==> config.mk <==
export PLATFORM = sky130hd
export DESIGN_NAME = riscv_fetch_fifo_gen
export DESIGN_NICKNAME = d
export VERILOG_FILES = /design/src/rtl/riscv_fetch_fifo_gen.sv
export SDC_FILE = /design/constraint.sdc
export NUM_CORES = 1
export LEC_CHECK = 0
export BUFFER_PORTS_ARGS = -buffer_cell sky130_fd_sc_hd__buf_4
export CAP_MARGIN = 5
export CORE_MARGIN = 2
export CORE_UTILIZATION = 52
export DETAILED_ROUTE_END_ITERATION = 6
export PLACE_DENSITY = 0.76
export SLEW_MARGIN = 20
export SYNTH_ARGS = -nofsm -noshare
export SYNTH_HDL_FRONTEND = slang
export SYNTH_SLANG_ARGS = --single-unit
==> constraint.sdc <==
create_clock -name clk -period 3.73 [get_ports clk]
set_clock_uncertainty 0.1 [all_clocks]
set_input_delay 0.373 -clock clk [delete_from_list [all_inputs] [get_ports clk]]
set_output_delay 0.373 -clock clk [all_outputs]
set_load 0.01 [all_outputs]
==> src/rtl/riscv_fetch_fifo_gen.sv <==
// Instruction fetch buffer: circular word store with RVC halfword realignment,
// optional empty-FIFO bypass, occupancy/almost-full and sticky overflow status.
module riscv_fetch_fifo_gen #(
  parameter int DEPTH    = 4,
  parameter int TAG_W    = 4,
  parameter int AF_LEVEL = 2,
  parameter int BYPASS   = 1
) (
  input  logic                       clk,
  input  logic                       rst,
  input  logic                       clear_i,
  input  logic [31:0]                in_addr_i,
  input  logic [31:0]                in_rdata_i,
  input  logic [TAG_W-1:0]           in_rtag_i,
  input  logic                       in_valid_i,
  output logic                       in_ready_o,
  output logic                       out_valid_o,
  input  logic                       out_ready_i,
  output logic [31:0]                out_rdata_o,
  output logic [TAG_W-1:0]           out_rtag_o,
  output logic [31:0]                out_addr_o,
  output logic                       out_is_compressed_o,
  output logic [$clog2(DEPTH+1)-1:0] count_o,
  output logic                       almost_full_o,
  output logic                       overflow_o
);

  localparam int PW = $clog2(DEPTH);
  localparam int CW = $clog2(DEPTH+1);
  localparam int TH = TAG_W / 2;
  localparam logic [CW-1:0] DEPTH_C = CW'(DEPTH);
  localparam logic [CW-1:0] AF_C    = CW'(AF_LEVEL);

  logic [29:0]      r_mem_addr [DEPTH];
  logic [31:0]      r_mem_data [DEPTH];
  logic [TAG_W-1:0] r_mem_tag  [DEPTH];

  logic [PW-1:0] r_rd_ptr;
  logic [PW-1:0] r_wr_ptr;
  logic [CW-1:0] r_count;
  logic          r_hw_off;
  logic          r_first;
  logic          r_overflow;

  logic [PW-1:0]    w_rd_nxt;
  logic             w_count_zero;
  logic             w_count_one;
  logic             w_bypass0;
  logic             w_bypass1;
  logic [29:0]      w_w0_addr;
  logic [31:0]      w_w0_data;
  logic [TAG_W-1:0] w_w0_tag;
  logic             w_w0_valid;
  logic [15:0]      w_w1_data;
  logic [TAG_W-1:0] w_w1_tag;
  logic             w_w1_valid;
  logic             w_hw;
  logic             w_comp;
  logic [TAG_W-1:0] w_tag_hi;
  logic             w_push;
  logic             w_accept;
  logic             w_pop;
  logic [TAG_W:0]   w_unused;

  assign w_rd_nxt     = r_rd_ptr + PW'(1);
  assign w_count_zero = (r_count == {CW{1'b0}});
  assign w_count_one  = (r_count == CW'(1));
  // The input word stands in for a missing stored word only when bypass is enabled.
  assign w_bypass0    = (BYPASS != 0) && w_count_zero && in_valid_i;
  assign w_bypass1    = (BYPASS != 0) && w_count_one && in_valid_i;

  // Select the head word and its successor, from storage or the input port.
  always_comb begin
    w_w0_addr  = r_mem_addr[r_rd_ptr];
    w_w0_data  = r_mem_data[r_rd_ptr];
    w_w0_tag   = r_mem_tag[r_rd_ptr];
    w_w1_data  = r_mem_data[w_rd_nxt][15:0];
    w_w1_tag   = r_mem_tag[w_rd_nxt];
    w_w0_valid = w_bypass0 || !w_count_zero;
    w_w1_valid = w_bypass1 || (r_count >= CW'(2));
    if (w_bypass0) begin
      w_w0_addr = in_addr_i[31:2];
      w_w0_data = in_rdata_i;
      w_w0_tag  = in_rtag_i;
    end else begin
      w_w0_addr = r_mem_addr[r_rd_ptr];
    end
    if (w_bypass1) begin
      w_w1_data = in_rdata_i[15:0];
      w_w1_tag  = in_rtag_i;
    end else begin
      w_w1_data = r_mem_data[w_rd_nxt][15:0];
    end
  end

  // A bypassed first word has not loaded hw_off yet, so take its offset from the address.
  always_comb begin
    w_hw   = r_hw_off;
    w_comp = 1'b0;
    if (w_bypass0 && r_first) begin
      w_hw = in_addr_i[1];
    end else begin
      w_hw = r_hw_off;
    end
    if (w_hw) begin
      w_comp = (w_w0_data[17:16] != 2'b11);
    end else begin
      w_comp = (w_w0_data[1:0] != 2'b11);
    end
  end

  generate
    if (TAG_W > 1) begin : g_tag_split
      assign w_tag_hi = {w_w1_tag[TH-1:0], w_w0_tag[TAG_W-1:TH]};
    end else begin : g_tag_single
      assign w_tag_hi = w_w0_tag;
    end
  endgenerate

  // Splice the output instruction and its tag from the two candidate words.
  always_comb begin
    out_rdata_o = w_w0_data;
    out_rtag_o  = w_w0_tag;
    if (w_hw) begin
      out_rdata_o = {w_w1_data, w_w0_data[31:16]};
      out_rtag_o  = w_tag_hi;
    end else begin
      out_rdata_o = w_w0_data;
      out_rtag_o  = w_w0_tag;
    end
  end

  assign out_valid_o         = w_w0_valid && (!w_hw || w_comp || w_w1_valid);
  assign out_is_compressed_o = w_comp;
  assign out_addr_o          = {w_w0_addr, w_hw, 1'b0};
  assign in_ready_o          = (r_count < DEPTH_C);
  assign count_o             = r_count;
  assign almost_full_o       = (r_count >= AF_C);
  assign overflow_o          = r_overflow;

  // An aligned compressed accept leaves its word in place for the upper half.
  assign w_push   = in_valid_i && in_ready_o && !clear_i;
  assign w_accept = out_valid_o && out_ready_i && !clear_i;
  assign w_pop    = w_accept && (w_hw || !w_comp);
  assign w_unused = {in_addr_i[0], w_w1_tag};

  // Word storage; contents are deliberately left unreset.
  always_ff @(posedge clk) begin
    if (w_push) begin
      r_mem_addr[r_wr_ptr] <= in_addr_i[31:2];
      r_mem_data[r_wr_ptr] <= in_rdata_i;
      r_mem_tag[r_wr_ptr]  <= in_rtag_i;
    end
  end

  // Pointers, occupancy, halfword offset and status flags.
  always_ff @(posedge clk or posedge rst) begin
    if (rst) begin
      r_rd_ptr   <= {PW{1'b0}};
      r_wr_ptr   <= {PW{1'b0}};
      r_count    <= {CW{1'b0}};
      r_hw_off   <= 1'b0;
      r_first    <= 1'b1;
      r_overflow <= 1'b0;
    end else if (clear_i) begin
      r_rd_ptr <= {PW{1'b0}};
      r_wr_ptr <= {PW{1'b0}};
      r_count  <= {CW{1'b0}};
      r_hw_off <= 1'b0;
      r_first  <= 1'b1;
    end else begin
      if (w_push) begin
        r_wr_ptr <= r_wr_ptr + PW'(1);
        r_first  <= 1'b0;
      end
      if (w_pop) begin
        r_rd_ptr <= w_rd_nxt;
      end
      r_count <= r_count + CW'(w_push) - CW'(w_pop);
      // The next offset flips exactly when the consumed instruction was compressed.
      if (w_accept) begin
        r_hw_off <= w_hw ^ w_comp;
      end else if (w_push && r_first) begin
        r_hw_off <= in_addr_i[1];
      end
      if (in_valid_i && !in_ready_o) begin
        r_overflow <= 1'b1;
      end
    end
  end

endmodule

==> out/results.ini <==
[status]
outcome = completed

[global_route]
grt_max_degree = 73
grt_overflow = 0
grt_pass1_vias = 6964
grt_pass1_wl_um = 37800
grt.total_usage_pct = 20.1
antenna_found_initial = 1

[clocking]
cts_buffer_depth = 3
cts_tree = done
cts_inserted_buffers = 29
htree_levels = 1
cts-root-buf = clkbuf_16
clk_pin_slew_ns = 0.06
clock-sinks = 274
clk-insertion-delay-late_ns = 0.53

[timing]
relSlewSlack_pct = 27.5
fin_crit_ns = 3.59
fmax_mhz = 279
layout_setup_ws_ns = 0.143
setup_viol = 0
period_share_pct = 96.2
slew_violations = 0
hold_violations = 0
max_slew.worst_pin.slew_ns = 1.09

[critical_path]
path_cells = nor4b_4, buf_6, mux2i_4, nor2_2, mux2_4, ha_4, nand2_4, a31oi_4, nor4_2, nor2b_2, ha_1, inv_1, ha_1, inv_1, fa_2, nor2_1
worst_ep_arrival_time_ns = 3.91
crit_fanout = 5
slowest_delay_ns = 0.52
worstSetupEndpointType = flip-flop
critPathKind = reg -> reg
path_buf_inv = 3
reg2reg_depth = 16
required_ns = 4.05
cp_top_family = adder cells
start_kind = flip-flop
crit_slowest_cell = fa_2
crit_cells = 16

[drt]
drt_wl_total_um = 24400
ant_nets = 0
wire_per_inst_um = 21.7
post-route-drc-count = 0
drt_iter0_drc = 356
first_pass_iters = 4
vias = 6405
routed_via_density = 5.72

[logic_synthesis]
ys.flop_type = edfxtp_1
synth.yosys.seq_area_share_pct = 68.2
async_flop_share_pct = 3.65
ys_ff_latch = 274
synthTopCellsByArea = edfxtp_1 (66%), mux4_2 (16%), mux2i_1 (7.8%), mux2_2 (3.1%), dfrtp_1 (1.9%)
synthCells = 579
netlist.area_leader.share_pct = 66.1
synth_area_um2 = 12000
synth_nets = 662
avgSynthCellArea_um2 = 20.7
yosys.area.top_type = edfxtp_1
synth_cell_type_count = 32
synth_edf_count = 264
yosys_warnings = 0

[job]
drv_cap = 0

[finish]
diodes = 0
syn2layout_area_growth_pct = 27.1
final_cells = 1120
register_area_um2 = 8190
finalNetCount = 896
fillers = 1460
multi_input_area_um2 = 3700
drive_above_1_share_pct = 42.0

[power]
p_total_w = 0.00973
powerDensity_nw_per_um2 = 638
peakVddDrop_uv = 474
p_leak_nw = 5.38

[placement]
place_ws_ns = -0.0527
placed_cells = 994
io_buffers = 146
gp_congestion = 0.802
hpwl_um = 14500

[floorplan]
std_cell_rows = 55
die_w_um = 156
core_area_um2 = 22600
die_h_um = 156
die_area_um2 = 24300
start_util_pct = 53.0
ios = 149

[hold_path]
hold_path.class = in -> reg
min_path_cells = 3

[Yosys cell counts, types with 2 or more instances]
cell type,number
and2_1,4
inv_1,11
mux2_2,33
buf_1,2
buf_2,16
nor4_1,2
ha_1,9
mux4_2,84
dfrtp_1,9
clkbuf_1,5
nand2b_1,2
nor2_1,10
edfxtp_1,264
nor2b_1,4
buf_4,12
xnor2_1,2
mux2i_1,93
nand2_1,3
[power by group]
part           internal [W]  switching (W)
clock               0.00162        0.00110
sequential          0.00357      0.0000790
combinational       0.00179        0.00156
total               0.00698        0.00275
[placed cells by master, fill, tap and decap left out, types with 3 or more instances in the layout]
master           n
clkbuf_16       29
mux2i_4          4
bufinv_16        3
inv_1           11
clkbuf_1         5
mux4_2          84
edfxtp_1       264
nor2_1           8
buf_12           5
buf_4          161
ha_1             8
and2_4           4
dlygate4sd3_1   69
mux2i_1         89
dfrtp_1          5
mux2_2          32
nor2b_1          3
clkinv_2         5
clkinv_1         8
[path summary, 6_finish.rpt]
path / end / slack (ns) / from
setup / recovery: count_o[1]$_DFF_PP0_ / 0.14 / count_o[0]$_DFF_PP0_
hold / removal: overflow_o$_DFFE_PP0P_ / 0.05 / in_valid_i
setup reg to reg: count_o[1]$_DFF_PP0_ / 0.14 / count_o[0]$_DFF_PP0_
hold reg to reg: overflow_o$_DFFE_PP0P_ / 0.38 / overflow_o$_DFFE_PP0P_
max in group asynchronous: r_rd_ptr[0]$_DFFE_PP0P_ / 2.90 / rst
min in group asynchronous: r_rd_ptr[1]$_DFFE_PP0P_ / 0.30 / rst
[metrics by stage]
stage / area, µm² / util, % / TNS, ns / hold WS (ns)
floorplan: 12000 / - / 0 / 0.112
global placement: 13500 / 59.6 / 0 / 0.274
detailed placement: 13500 / 59.6 / -0.0934 / 0.299
CTS: 15100 / 66.8 / 0 / 0.0178
global route: 15200 / 67.3 / -0.0266 / 0.0657
finish: 15200 / 67.3 / 0 / 0.0467
[worst min-delay path, stage by stage]
cell and delay (ns):
buf_4 0.14, nand2_1 0.07, o21bai_1 0.06
[routing by layer]
| metal | wire length, µm | global-route usage, % |
|---|---|---|
| met1 | 10400 | 27.0 |
| met2 | 12200 | 34.6 |
| met3 | 1330 | 3.86 |
| met4 | 413 | 4.76 |
| met5 | 11 | 0 |
[registers in the layout, indices dropped and copies added, names as in the netlist]
| register | flops |
|---|---|
| r_hw_off | 1 |
| r_mem_tag | 16 |
| overflow_o | 1 |
| count_o | 3 |
| r_rd_ptr | 2 |
| r_mem_addr | 120 |
| r_first | 1 |
| r_wr_ptr | 2 |
| r_mem_data | 128 |
[kinds of logic (layout without fill, tap and decap cells)]
logic type / count (synthesis) / count (layout) / share of synthesized area (%)
AOI/OAI and AO/OA: 6 / 6 / 0.365
xor gates and xnor gates: 2 / 2 / 0.146
adders and majority gates: 10 / 10 / 1.11
buffers and inverters: 46 / 302 / 1.98
DFF: 274 / 274 / 68.2
muxes: 211 / 211 / 26.8
other: 1 / 1 / 0.0313
and+or+nand+nor: 29 / 29 / 1.41
[final cells by class]
type,count,share of cell area [%]
Clock inverter,19,1.11
Sequential cell,274,53.7
Clock buffer,34,4.89
Inverter,11,0.271
Tap cell,285,2.34
Timing Repair Buffer,238,13.4
Multi-Input combinational cell,259,24.3
[timing repair]
action / CTS / global route
hold endpoints to repair: 275 / 0
resized for setup: 6 / 17
setup endpoints to repair: 30 / 30
hold buffers: 69 / 0
setup buffers: 2 / 2
pin swaps: 2 / 3
cloned: 0 / 0
(Power assumes the default switching activity.)
